[src/rtl/ram_portb_scheduler_pkg.sv]
// Shared types and constants for the RAM port-B scheduler and the display adapter.
// The display adapter's frame window lives at RAM_DISPLAY_BASE for RAM_DISPLAY_WORDS words.
package ram_sched_pkg;

    localparam int RAM_AW = 11;
    localparam int RAM_DW = 32;

    localparam logic [RAM_AW-1:0] RAM_DISPLAY_BASE  = 11'h000;
    localparam int                RAM_DISPLAY_WORDS = 1536;

    typedef enum logic [1:0] {
        IDLE    = 2'd0,
        COLLECT = 2'd1,
        DONE    = 2'd2
    } loader_state_t;

endpackage

[src/rtl/ram_portb_scheduler_if.sv]
// Display, loader and RAM port-B signals of the scheduler, bundled as one interface.
// The slave modport is the scheduler's view; master is the surrounding system's.
interface ram_portb_scheduler_if #(
    parameter int AW = 11
);

    logic          disp_req;
    logic [AW-1:0] disp_addr;
    logic          disp_ready;
    logic          disp_valid;
    logic [31:0]   disp_data;

    logic          load_start;
    logic [AW-1:0] load_base;
    logic [AW-1:0] load_words;
    logic          rx_valid;
    logic [7:0]    rx_byte;
    logic          load_busy;
    logic          load_done;
    logic          load_ovf;

    logic [AW-1:0] ram_addr_b;
    logic [31:0]   ram_data_b;
    logic          ram_wren_b;
    logic [31:0]   ram_q_b;

    modport master (
        output disp_req, disp_addr,
        output load_start, load_base, load_words, rx_valid, rx_byte,
        output ram_q_b,
        input  disp_ready, disp_valid, disp_data,
        input  load_busy, load_done, load_ovf,
        input  ram_addr_b, ram_data_b, ram_wren_b
    );

    modport slave (
        input  disp_req, disp_addr,
        input  load_start, load_base, load_words, rx_valid, rx_byte,
        input  ram_q_b,
        output disp_ready, disp_valid, disp_data,
        output load_busy, load_done, load_ovf,
        output ram_addr_b, ram_data_b, ram_wren_b
    );

endinterface

[src/rtl/ram_portb_scheduler_byte_packer.sv]
// Little-endian 8-to-32 assembler: bytes fill lanes 0..3, the 4th byte completes the word.
// word/word_valid are combinational on the 4th byte so the caller can latch it that same edge.
module byte_packer
    import ram_sched_pkg::*;
(
    input  logic              clk,
    input  logic              rst,
    input  logic              clr,
    input  logic              in_valid,
    input  logic [7:0]        in_byte,
    output logic              word_valid,
    output logic [RAM_DW-1:0] word
);

    logic [1:0]  byte_cnt_reg;
    logic [23:0] lanes;
    logic        take;

    assign take = in_valid && !clr;

    always_ff @(posedge clk or posedge rst) begin
        if (rst) begin
            byte_cnt_reg <= 2'd0;
        end else if (clr) begin
            byte_cnt_reg <= 2'd0;
        end else if (take) begin
            byte_cnt_reg <= byte_cnt_reg + 2'd1;
        end
    end

    generate
        for (genvar gi = 0; gi < 3; gi++) begin : g_lane
            logic [7:0] lane_reg;

            always_ff @(posedge clk or posedge rst) begin
                if (rst) begin
                    lane_reg <= 8'h00;
                end else if (clr) begin
                    lane_reg <= 8'h00;
                end else if (take && (byte_cnt_reg == 2'(gi))) begin
                    lane_reg <= in_byte;
                end
            end

            assign lanes[gi*8 +: 8] = lane_reg;
        end
    endgenerate

    assign word_valid = take && (byte_cnt_reg == 2'd3);
    assign word       = {in_byte, lanes};

endmodule

[src/rtl/ram_portb_scheduler.sv]
// Port-B owner of the shared data RAM: display reads have priority, UART loader words are
// written at auto-incrementing addresses, and a starvation counter forces a write slot.
module ram_portb_scheduler
    import ram_sched_pkg::*;
#(
    parameter int RAM_LAT    = 1,
    parameter int STARVE_MAX = 8,
    parameter int AW         = RAM_AW
) (
    input  logic               clk,
    input  logic               rst,
    ram_portb_scheduler_if.slave bus
);

    localparam int          SW           = (STARVE_MAX < 1) ? 1 : $clog2(STARVE_MAX + 1);
    localparam logic [AW:0] FULL_SESSION = {1'b1, {AW{1'b0}}};

    loader_state_t     state_reg, state_next;
    logic [AW-1:0]     addr_reg, addr_next;
    logic [AW:0]       remaining_reg, remaining_next;
    logic              pend_reg, pend_next;
    logic [RAM_DW-1:0] pend_word_reg, pend_word_next;
    logic              ovf_reg, ovf_next;
    logic [SW-1:0]     starve_cnt_reg;
    logic              done_reg;

    logic [AW-1:0]     ram_addr_b_reg;
    logic [RAM_DW-1:0] ram_data_b_reg;
    logic              ram_wren_b_reg;
    logic [RAM_LAT:0]  rd_vld_reg;
    logic              disp_valid_reg;
    logic [RAM_DW-1:0] disp_data_reg;

    logic              restart;
    logic              force_wr;
    logic              disp_grant;
    logic              wr_grant;
    logic              pk_word_valid;
    logic [RAM_DW-1:0] pk_word;

    // load_start is honoured from IDLE and COLLECT; DONE always falls back to IDLE first.
    assign restart = bus.load_start && (state_reg != DONE);

    assign force_wr       = pend_reg && (starve_cnt_reg == SW'(STARVE_MAX));
    assign bus.disp_ready = !rst && !force_wr;
    assign disp_grant     = bus.disp_req && bus.disp_ready;
    // A restart discards the pending word, so it must not reach the RAM in that cycle.
    assign wr_grant       = pend_reg && !disp_grant && !bus.load_start;

    byte_packer u_packer (
        .clk        (clk),
        .rst        (rst),
        .clr        (restart),
        .in_valid   (bus.rx_valid && (state_reg == COLLECT)),
        .in_byte    (bus.rx_byte),
        .word_valid (pk_word_valid),
        .word       (pk_word)
    );

    always_ff @(posedge clk or posedge rst) begin
        if (rst) begin
            state_reg     <= IDLE;
            addr_reg      <= '0;
            remaining_reg <= '0;
            pend_reg      <= 1'b0;
            pend_word_reg <= '0;
            ovf_reg       <= 1'b0;
        end else begin
            state_reg     <= state_next;
            addr_reg      <= addr_next;
            remaining_reg <= remaining_next;
            pend_reg      <= pend_next;
            pend_word_reg <= pend_word_next;
            ovf_reg       <= ovf_next;
        end
    end

    always_comb begin
        state_next     = state_reg;
        addr_next      = addr_reg;
        remaining_next = remaining_reg;
        pend_next      = pend_reg;
        pend_word_next = pend_word_reg;
        ovf_next       = ovf_reg;

        case (state_reg)
            IDLE, COLLECT: begin
                if (bus.load_start) begin
                    state_next     = COLLECT;
                    addr_next      = bus.load_base;
                    remaining_next = (bus.load_words == '0) ? FULL_SESSION : {1'b0, bus.load_words};
                    pend_next      = 1'b0;
                    ovf_next       = 1'b0;
                end else if (state_reg == COLLECT) begin
                    if (wr_grant) begin
                        addr_next      = addr_reg + 1'b1;
                        remaining_next = remaining_reg - 1'b1;
                        pend_next      = 1'b0;
                    end
                    // The slot is free again if its word issues in this very cycle.
                    if (pk_word_valid) begin
                        if (pend_reg && !wr_grant) begin
                            ovf_next = 1'b1;
                        end else begin
                            pend_next      = 1'b1;
                            pend_word_next = pk_word;
                        end
                    end
                    // A word completing alongside the last write is beyond the session: drop it.
                    if (wr_grant && (remaining_reg == (AW+1)'(1))) begin
                        state_next = DONE;
                        pend_next  = 1'b0;
                    end
                end
            end
            DONE: begin
                state_next = IDLE;
            end
            default: begin
                state_next = IDLE;
            end
        endcase
    end

    always_ff @(posedge clk or posedge rst) begin
        if (rst) begin
            starve_cnt_reg <= '0;
        end else if (!pend_reg || wr_grant) begin
            starve_cnt_reg <= '0;
        end else if (disp_grant) begin
            starve_cnt_reg <= starve_cnt_reg + 1'b1;
        end
    end

    always_ff @(posedge clk or posedge rst) begin
        if (rst) begin
            ram_addr_b_reg <= '0;
            ram_data_b_reg <= '0;
            ram_wren_b_reg <= 1'b0;
        end else begin
            ram_wren_b_reg <= wr_grant;
            if (disp_grant) begin
                ram_addr_b_reg <= bus.disp_addr;
            end else if (wr_grant) begin
                ram_addr_b_reg <= addr_reg;
                ram_data_b_reg <= pend_word_reg;
            end
        end
    end

    // Bit k marks a read whose address reached the RAM pins k cycles ago.
    always_ff @(posedge clk or posedge rst) begin
        if (rst) begin
            rd_vld_reg     <= '0;
            disp_valid_reg <= 1'b0;
            disp_data_reg  <= '0;
            done_reg       <= 1'b0;
        end else begin
            rd_vld_reg     <= {rd_vld_reg[RAM_LAT-1:0], disp_grant};
            disp_valid_reg <= rd_vld_reg[RAM_LAT];
            if (rd_vld_reg[RAM_LAT]) begin
                disp_data_reg <= bus.ram_q_b;
            end
            done_reg       <= (state_reg == DONE);
        end
    end

    assign bus.disp_valid = disp_valid_reg;
    assign bus.disp_data  = disp_data_reg;
    assign bus.load_busy  = (state_reg != IDLE);
    assign bus.load_done  = done_reg;
    assign bus.load_ovf   = ovf_reg;
    assign bus.ram_addr_b = ram_addr_b_reg;
    assign bus.ram_data_b = ram_data_b_reg;
    assign bus.ram_wren_b = ram_wren_b_reg;

endmodule

[src/flat_wrapper.sv]
// flat-port wrapper written by rule: the top's interface ports become plain ports
module ram_portb_scheduler_flat import ram_sched_pkg::*;
#(
    parameter int RAM_LAT    = 1,
    parameter int STARVE_MAX = 8,
    parameter int AW         = RAM_AW
)
  (clk, rst, bus_disp_req, bus_disp_addr, bus_load_start, bus_load_base, bus_load_words, bus_rx_valid, bus_rx_byte, bus_ram_q_b, bus_disp_ready, bus_disp_valid, bus_disp_data, bus_load_busy, bus_load_done, bus_load_ovf, bus_ram_addr_b, bus_ram_data_b, bus_ram_wren_b);
  ram_portb_scheduler_if #(.AW(AW)) bus_i ();
  input  logic clk;
  input  logic rst;
  input wire logic [$bits(bus_i.disp_req)-1:0] bus_disp_req;
  input wire logic [$bits(bus_i.disp_addr)-1:0] bus_disp_addr;
  input wire logic [$bits(bus_i.load_start)-1:0] bus_load_start;
  input wire logic [$bits(bus_i.load_base)-1:0] bus_load_base;
  input wire logic [$bits(bus_i.load_words)-1:0] bus_load_words;
  input wire logic [$bits(bus_i.rx_valid)-1:0] bus_rx_valid;
  input wire logic [$bits(bus_i.rx_byte)-1:0] bus_rx_byte;
  input wire logic [$bits(bus_i.ram_q_b)-1:0] bus_ram_q_b;
  output wire logic [$bits(bus_i.disp_ready)-1:0] bus_disp_ready;
  output wire logic [$bits(bus_i.disp_valid)-1:0] bus_disp_valid;
  output wire logic [$bits(bus_i.disp_data)-1:0] bus_disp_data;
  output wire logic [$bits(bus_i.load_busy)-1:0] bus_load_busy;
  output wire logic [$bits(bus_i.load_done)-1:0] bus_load_done;
  output wire logic [$bits(bus_i.load_ovf)-1:0] bus_load_ovf;
  output wire logic [$bits(bus_i.ram_addr_b)-1:0] bus_ram_addr_b;
  output wire logic [$bits(bus_i.ram_data_b)-1:0] bus_ram_data_b;
  output wire logic [$bits(bus_i.ram_wren_b)-1:0] bus_ram_wren_b;
  assign bus_i.disp_req = bus_disp_req;
  assign bus_i.disp_addr = bus_disp_addr;
  assign bus_i.load_start = bus_load_start;
  assign bus_i.load_base = bus_load_base;
  assign bus_i.load_words = bus_load_words;
  assign bus_i.rx_valid = bus_rx_valid;
  assign bus_i.rx_byte = bus_rx_byte;
  assign bus_i.ram_q_b = bus_ram_q_b;
  assign bus_disp_ready = bus_i.disp_ready;
  assign bus_disp_valid = bus_i.disp_valid;
  assign bus_disp_data = bus_i.disp_data;
  assign bus_load_busy = bus_i.load_busy;
  assign bus_load_done = bus_i.load_done;
  assign bus_load_ovf = bus_i.load_ovf;
  assign bus_ram_addr_b = bus_i.ram_addr_b;
  assign bus_ram_data_b = bus_i.ram_data_b;
  assign bus_ram_wren_b = bus_i.ram_wren_b;
  ram_portb_scheduler #(.RAM_LAT(RAM_LAT), .STARVE_MAX(STARVE_MAX), .AW(AW)) u_core (.clk(clk), .rst(rst), .bus(bus_i));
endmodule
[config.mk]
export PLATFORM = sky130hd
export DESIGN_NAME = ram_portb_scheduler_flat
export DESIGN_NICKNAME = d
export VERILOG_FILES = /design/src/rtl/ram_portb_scheduler_pkg.sv /design/src/rtl/ram_portb_scheduler_if.sv /design/src/rtl/ram_portb_scheduler_byte_packer.sv /design/src/rtl/ram_portb_scheduler.sv /design/src/flat_wrapper.sv
export SDC_FILE = /design/constraint.sdc
export NUM_CORES = 1
export LEC_CHECK = 0
export ABC_AREA = 1
export BUFFER_PORTS_ARGS = -buffer_cell sky130_fd_sc_hd__clkbuf_2
export CORE_MARGIN = 5
export CORE_UTILIZATION = 30
export DETAILED_ROUTE_END_ITERATION = 16
export PLACE_DENSITY = 0.52
export SETUP_SLACK_MARGIN = 0.5
export SLEW_MARGIN = 20
export SYNTH_ARGS = -nofsm -noshare
export SYNTH_HDL_FRONTEND = slang
export SYNTH_SLANG_ARGS = --single-unit
[constraint.sdc]
create_clock -name clk -period 7.05 [get_ports clk]
set_clock_uncertainty 0.05 [all_clocks]
set_input_delay 0.3525 -clock clk [delete_from_list [all_inputs] [get_ports clk]]
set_output_delay 0.3525 -clock clk [all_outputs]
set_load 0.05 [all_outputs]
After elaboration in Yosys (flattened, before gate mapping). Index checks and enable logic that the tools add are counted.

Reduce and logical (&&, ||, !) cells: 43. $add $sub $neg: 4. Muxes and demuxes: 33. Eq/ne operators: 10. Bitwise logic cells: 3.

Operator list (number): 11-bit 2-to-1 mux (5); 12-bit 2-to-1 mux (4); 8-bit 2-to-1 mux (6); 2-bit nonzero test (11); 1-bit logical AND (14); 12-bit by 1-bit equality test with 1-bit output, second input constant (1); 2-bit 2-to-1 mux (6); 12-bit by 1-bit subtractor with 12-bit output, second input constant (1); 11-bit by 1-bit adder with 11-bit output, second input constant (1); 11-bit zero test (1); 1-bit 2-to-1 mux (10); 4-bit 2-to-1 mux (2); 1-bit zero test (7); 2-bit equality test, second input constant (3); 3-bit by 2-bit != test with 1-bit output, second input constant (2); 2-bit AND reduction (3); 5-bit AND reduction (1); 4-bit by 1-bit adder with 4-bit output, second input constant (1); 2-bit by 1-bit equality test with 1-bit output, second input constant (2); 4-bit equality test, second input constant (1); 2-bit zero test (2); 4-bit AND reduction (1); 1-bit NOT (3); 3-bit AND reduction (1); 4 further kinds (4).

Flip-flop bits (word level): 169. Output and inout port bits: 81. Logic and storage cells: 111.

Logic depth before layout (Yosys ltp).
Depth after elaboration: 15. Depth in mapped cells: 12. Mapped depth without buffers: 11.

Modules after synthesis. From an unflattened synthesis, not the netlist that was laid out.

Cell total of the unflattened synthesis: 883. Area, all modules: 7937.6 um^2.

Modules (own cells, without submodules): ram_portb_scheduler (instances 1, area each 6612.6 um^2, cells an instance 735); byte_packer (instances 1, area each 1325.0 um^2, cells an instance 148).

Worst setup path before layout. No wires, ideal clock.

Kind: input-to-reg. Start: input rst. End: register u_core.pend_word_reg[16]. Library setup time: 0.118 ns. Data arrival time: 4.943 ns. Stages: 7. Path slack: 1.939 ns. Cells stage by stage: inv_1 nand3_4 inv_4 nand2_4 nand3_4 buf_6 o21ai_2.

Longest elaborated chain between the ends: 10.

Ends and longest elaborated chain: start: declaration (RTL line flat_wrapper.sv:11) `input logic rst;`; 1-bit zero test (RTL line ram_portb_scheduler.sv:45) `assign bus.disp_ready = !rst && !force_wr;`; 1-bit logical AND (RTL line ram_portb_scheduler.sv:45); 1-bit logical AND (RTL line ram_portb_scheduler.sv:46) `assign disp_grant = bus.disp_req && bus.disp_ready;`; 1-bit zero test (RTL line ram_portb_scheduler.sv:48) `assign wr_grant = pend_reg && !disp_grant && !bus.load_start;`; 1-bit logical AND (2 in a row) (RTL line ram_portb_scheduler.sv:48); 1-bit zero test (RTL line ram_portb_scheduler.sv:102) `if (pend_reg && !wr_grant) begin`; 1-bit logical AND (RTL line ram_portb_scheduler.sv:102); 1-bit NOT (no line); 5-bit AND reduction (no line); end signal: assignment (RTL line ram_portb_scheduler.sv:73) `pend_word_reg <= pend_word_next;`; end: declaration (RTL line ram_portb_scheduler.sv:22) `logic [RAM_DW-1:0] pend_word_reg, pend_word_next;`.

Every way passes these cells. A chain may end at the register's enable or synchronous reset.

Worst setup path after layout.
Start: input rst. End: register u_core.pend_word_reg[29].

Same word-level chain as after synthesis.

==> flow_metrics.tcl <==
set metrics [dict create \
    status "finished, final reports clean" \
    ir_worst_vdd_mv 0.128 \
    period_share_pct 35.5 \
    grt_pass1_wl_um 29900 \
    synth_top_family_by_area "simple AND/OR/NAND/NOR gates" \
    boundaryPins 159 \
    r2r_cells 11 \
    synthSimpleGateAreaFrac_pct 22.8 \
    first_iter_violations 277 \
    synthXorXnorAreaFrac_pct 0.574 \
    netlist_instances 834 \
    synth_ff_type "dfrtp_1" \
    required_ns 7.32 \
    seq_area_frac_synth_pct 55.4 \
    postRouteAntennaNets 0 \
    wl_per_cell_um 13.5 \
    synth_area_mm2 0.00763 \
    synthArstFlopShare_pct 100 \
    die_area_mm2 0.0287 \
    cts_num_sinks 169 \
    cts_root_buf "clkbuf_16" \
    yosys_warnings 0 \
    seq_power_share_pct 44.1 \
    gr-usage-all-layers_pct 12.8 \
    cp-start-kind "primary input" \
    synth-seq-cells 169 \
    rr_endpoint "u_core.pend_word_reg[29]" \
    final_cell_mix "nand2_1, dfrtp_1, clkbuf_2" \
    initial_utilization_pct 30.4 \
    crit_type "in -> reg" \
    synth.avg_cell_area_um2 9.15 \
    timing.slew.headroom_pct 40.1 \
    num-fill-cells 2618 \
    drive_gt1_share_pct 27.9 \
    cts.hold.buffers_added 1 \
    cts_tree "done" \
    grt_pass1_vias 5788 \
    cts_buffer_depth 2 \
    crit-reg2reg-launch "u_core.starve_cnt_reg[0]" \
    fmax_mhz 399 \
    hold_class "in -> reg" \
    grt_max_degree 81 \
    holdPathStages 3 \
    power.switching_mw 0.840 \
    dieWidth_um 169 \
    htreeDepth 4 \
    cts.reportedPaths.clkPinSlew_ns 0.08 \
    fin_crit_ns 2.50 \
    cts_resized 0 \
    synth-compound-area-share_pct 8.10 \
    whs_ns 0.0867 \
    vias_per_cell 4.35 \
    dp_hpwl_um 12800 \
    drc 0 \
    hold_viol_final 0 \
    synth_fa_ha_area_share_pct 1.48 \
    die_y_um 169 \
    crit_path_end_kind "register" \
    core_area_mm2 0.0251 \
    swShare_pct 32.9 \
    synthesis.nets 921 \
    slew_violations 0 \
    synth_mux_area_share_pct 4.72 \
    p_total_mw 2.55 \
    p_int_mw 1.71 \
    combinationalPowerShare_pct 17.2 \
    final_common_cell "nand2_1" \
    multiInputGateArea_mm2 0.00288 \
    n_antenna_cell 0 \
    synth-edff-count 0 \
    path_max_fanout 64 \
    firstDrtPassIters 4 \
    routed_wl_um 18000 \
    rsz0062_at_grt "false" \
    area_growth_pct 21.8 \
    fin_nets 1071 \
    routabilityCongestion 0.779 \
    place.port_buffers 158 \
    pwr_density_cell_mw_per_mm2 275 \
    worst_slew_pin_slew_ns 0.899 \
    antenna_found_initial 1 \
    max-cap-violations 0 \
    finalSetupTns_ns 0 \
    register_area_mm2 0.00423 \
    r2r_slack_ns 4.65 \
    post_cts_buffers 0 \
    synth.distinct_cells 35 \
    numCtsBuffers 17 \
    rows 58 \
    gr-total-overflow 0 \
    clock_latency_ns 0.44 \
    vias 5776 \
    worstPathArrival_ns 2.78 \
    clockPowerShare_pct 38.8 \
    leakagePower_nw 4.81 \
    finalSetupViolCount 0 \
    hold_end "u_core.bus.ram_addr_b[3]" \
    min_from "bus_disp_addr[3]" \
]
cell usage after synthesis, types with 6 or more instances:
cell type | count | area [um^2]
o21ai_2 | 34 | 298
dfrtp_1 | 169 | 4230
ha_1 | 9 | 113
mux2_2 | 28 | 315
nor3_1 | 7 | 35.0
buf_2 | 12 | 60.1
buf_4 | 6 | 45.0
inv_1 | 71 | 267
nand3_1 | 37 | 185
nor2_1 | 38 | 143
buf_6 | 10 | 113
nand2_1 | 315 | 1180
o21ai_0 | 47 | 235
final cells by class:
class,count,area share [%]
inverter,76,3.18
clock inverter,15,2.34
clock buffer,17,4.58
tap,330,4.44
timing repair buffer,163,8.98
sequential,169,45.5
multi-input combinational,557,31.0
cell families (layout without fill, tap and decap cells):
group,Yosys count,after routing
xor gates and xnor gates,5,5
buffers and inverters,108,271
DFF,169,169
muxes,32,32
and+or+nand+nor,418,418
adders and majority gates,9,9
AOI/OAI and AO/OA,93,93
worst max path at each step:
stage	start	cells after the start	end	slack, ns
4_1_cts	rst	9	u_core.pend_word_reg[29]	4.49
6_report	rst	9	u_core.pend_word_reg[29]	4.55
5_1_grt	rst	9	u_core.pend_word_reg[24]	4.28
3_5_place_dp	bus_load_start	7	u_core.pend_word_reg[7]	4.22
3_3_place_gp	bus_load_start	7	u_core.pend_word_reg[7]	4.31
2_1_floorplan	rst	7	u_core.pend_word_reg[16]	1.94
per-stage QoR:
stage          instances  setup slack (ns)  util, %  area, um^2
4_1_cts             1327              4.49     37.0        9290
6_report            1327              4.55     37.0        9290
3_3_place_gp        1294              4.31     34.4        8640
2_1_floorplan        834              1.94        -        7630
5_1_grt             1327              4.28     37.0        9290
3_5_place_dp        1294              4.22     34.4        8640
worst max-delay path, cell delays in order:
cell and delay [ns]:
dlygate4sd3_1 0.53, clkbuf_2 0.13, inv_6 0.37, nand3_4 0.20, inv_4 0.21, nand2_4 0.09, nand3_4 0.59, nand2_1 0.14
o21ai_2 0.09
metal layers:
metal / track usage, % / vias up / wire length, um
met5: 0 / - / 20
met4: 3.43 / 2 / 238
met3: 3.31 / 19 / 894
met2: 20.0 / 135 / 8070
met1: 17.9 / 2687 / 8750
li1: - / 2933 / -
power groups by stage:
| stage | Sequential (mW) | Clock (mW) | Combinational (mW) |
|---|---|---|---|
| 6_report | 1.13 | 0.990 | 0.438 |
| 5_1_grt | 1.14 | 1.06 | 0.486 |
| 4_1_cts | 1.13 | 1.02 | 0.447 |
| 3_5_place_dp | 1.14 | 0 | 0.446 |
| 3_3_place_gp | 1.14 | 0 | 0.440 |
| 2_1_floorplan | 1.27 | 0 | 0.198 |
No activity file was read; power rests on OpenSTA's default activity.
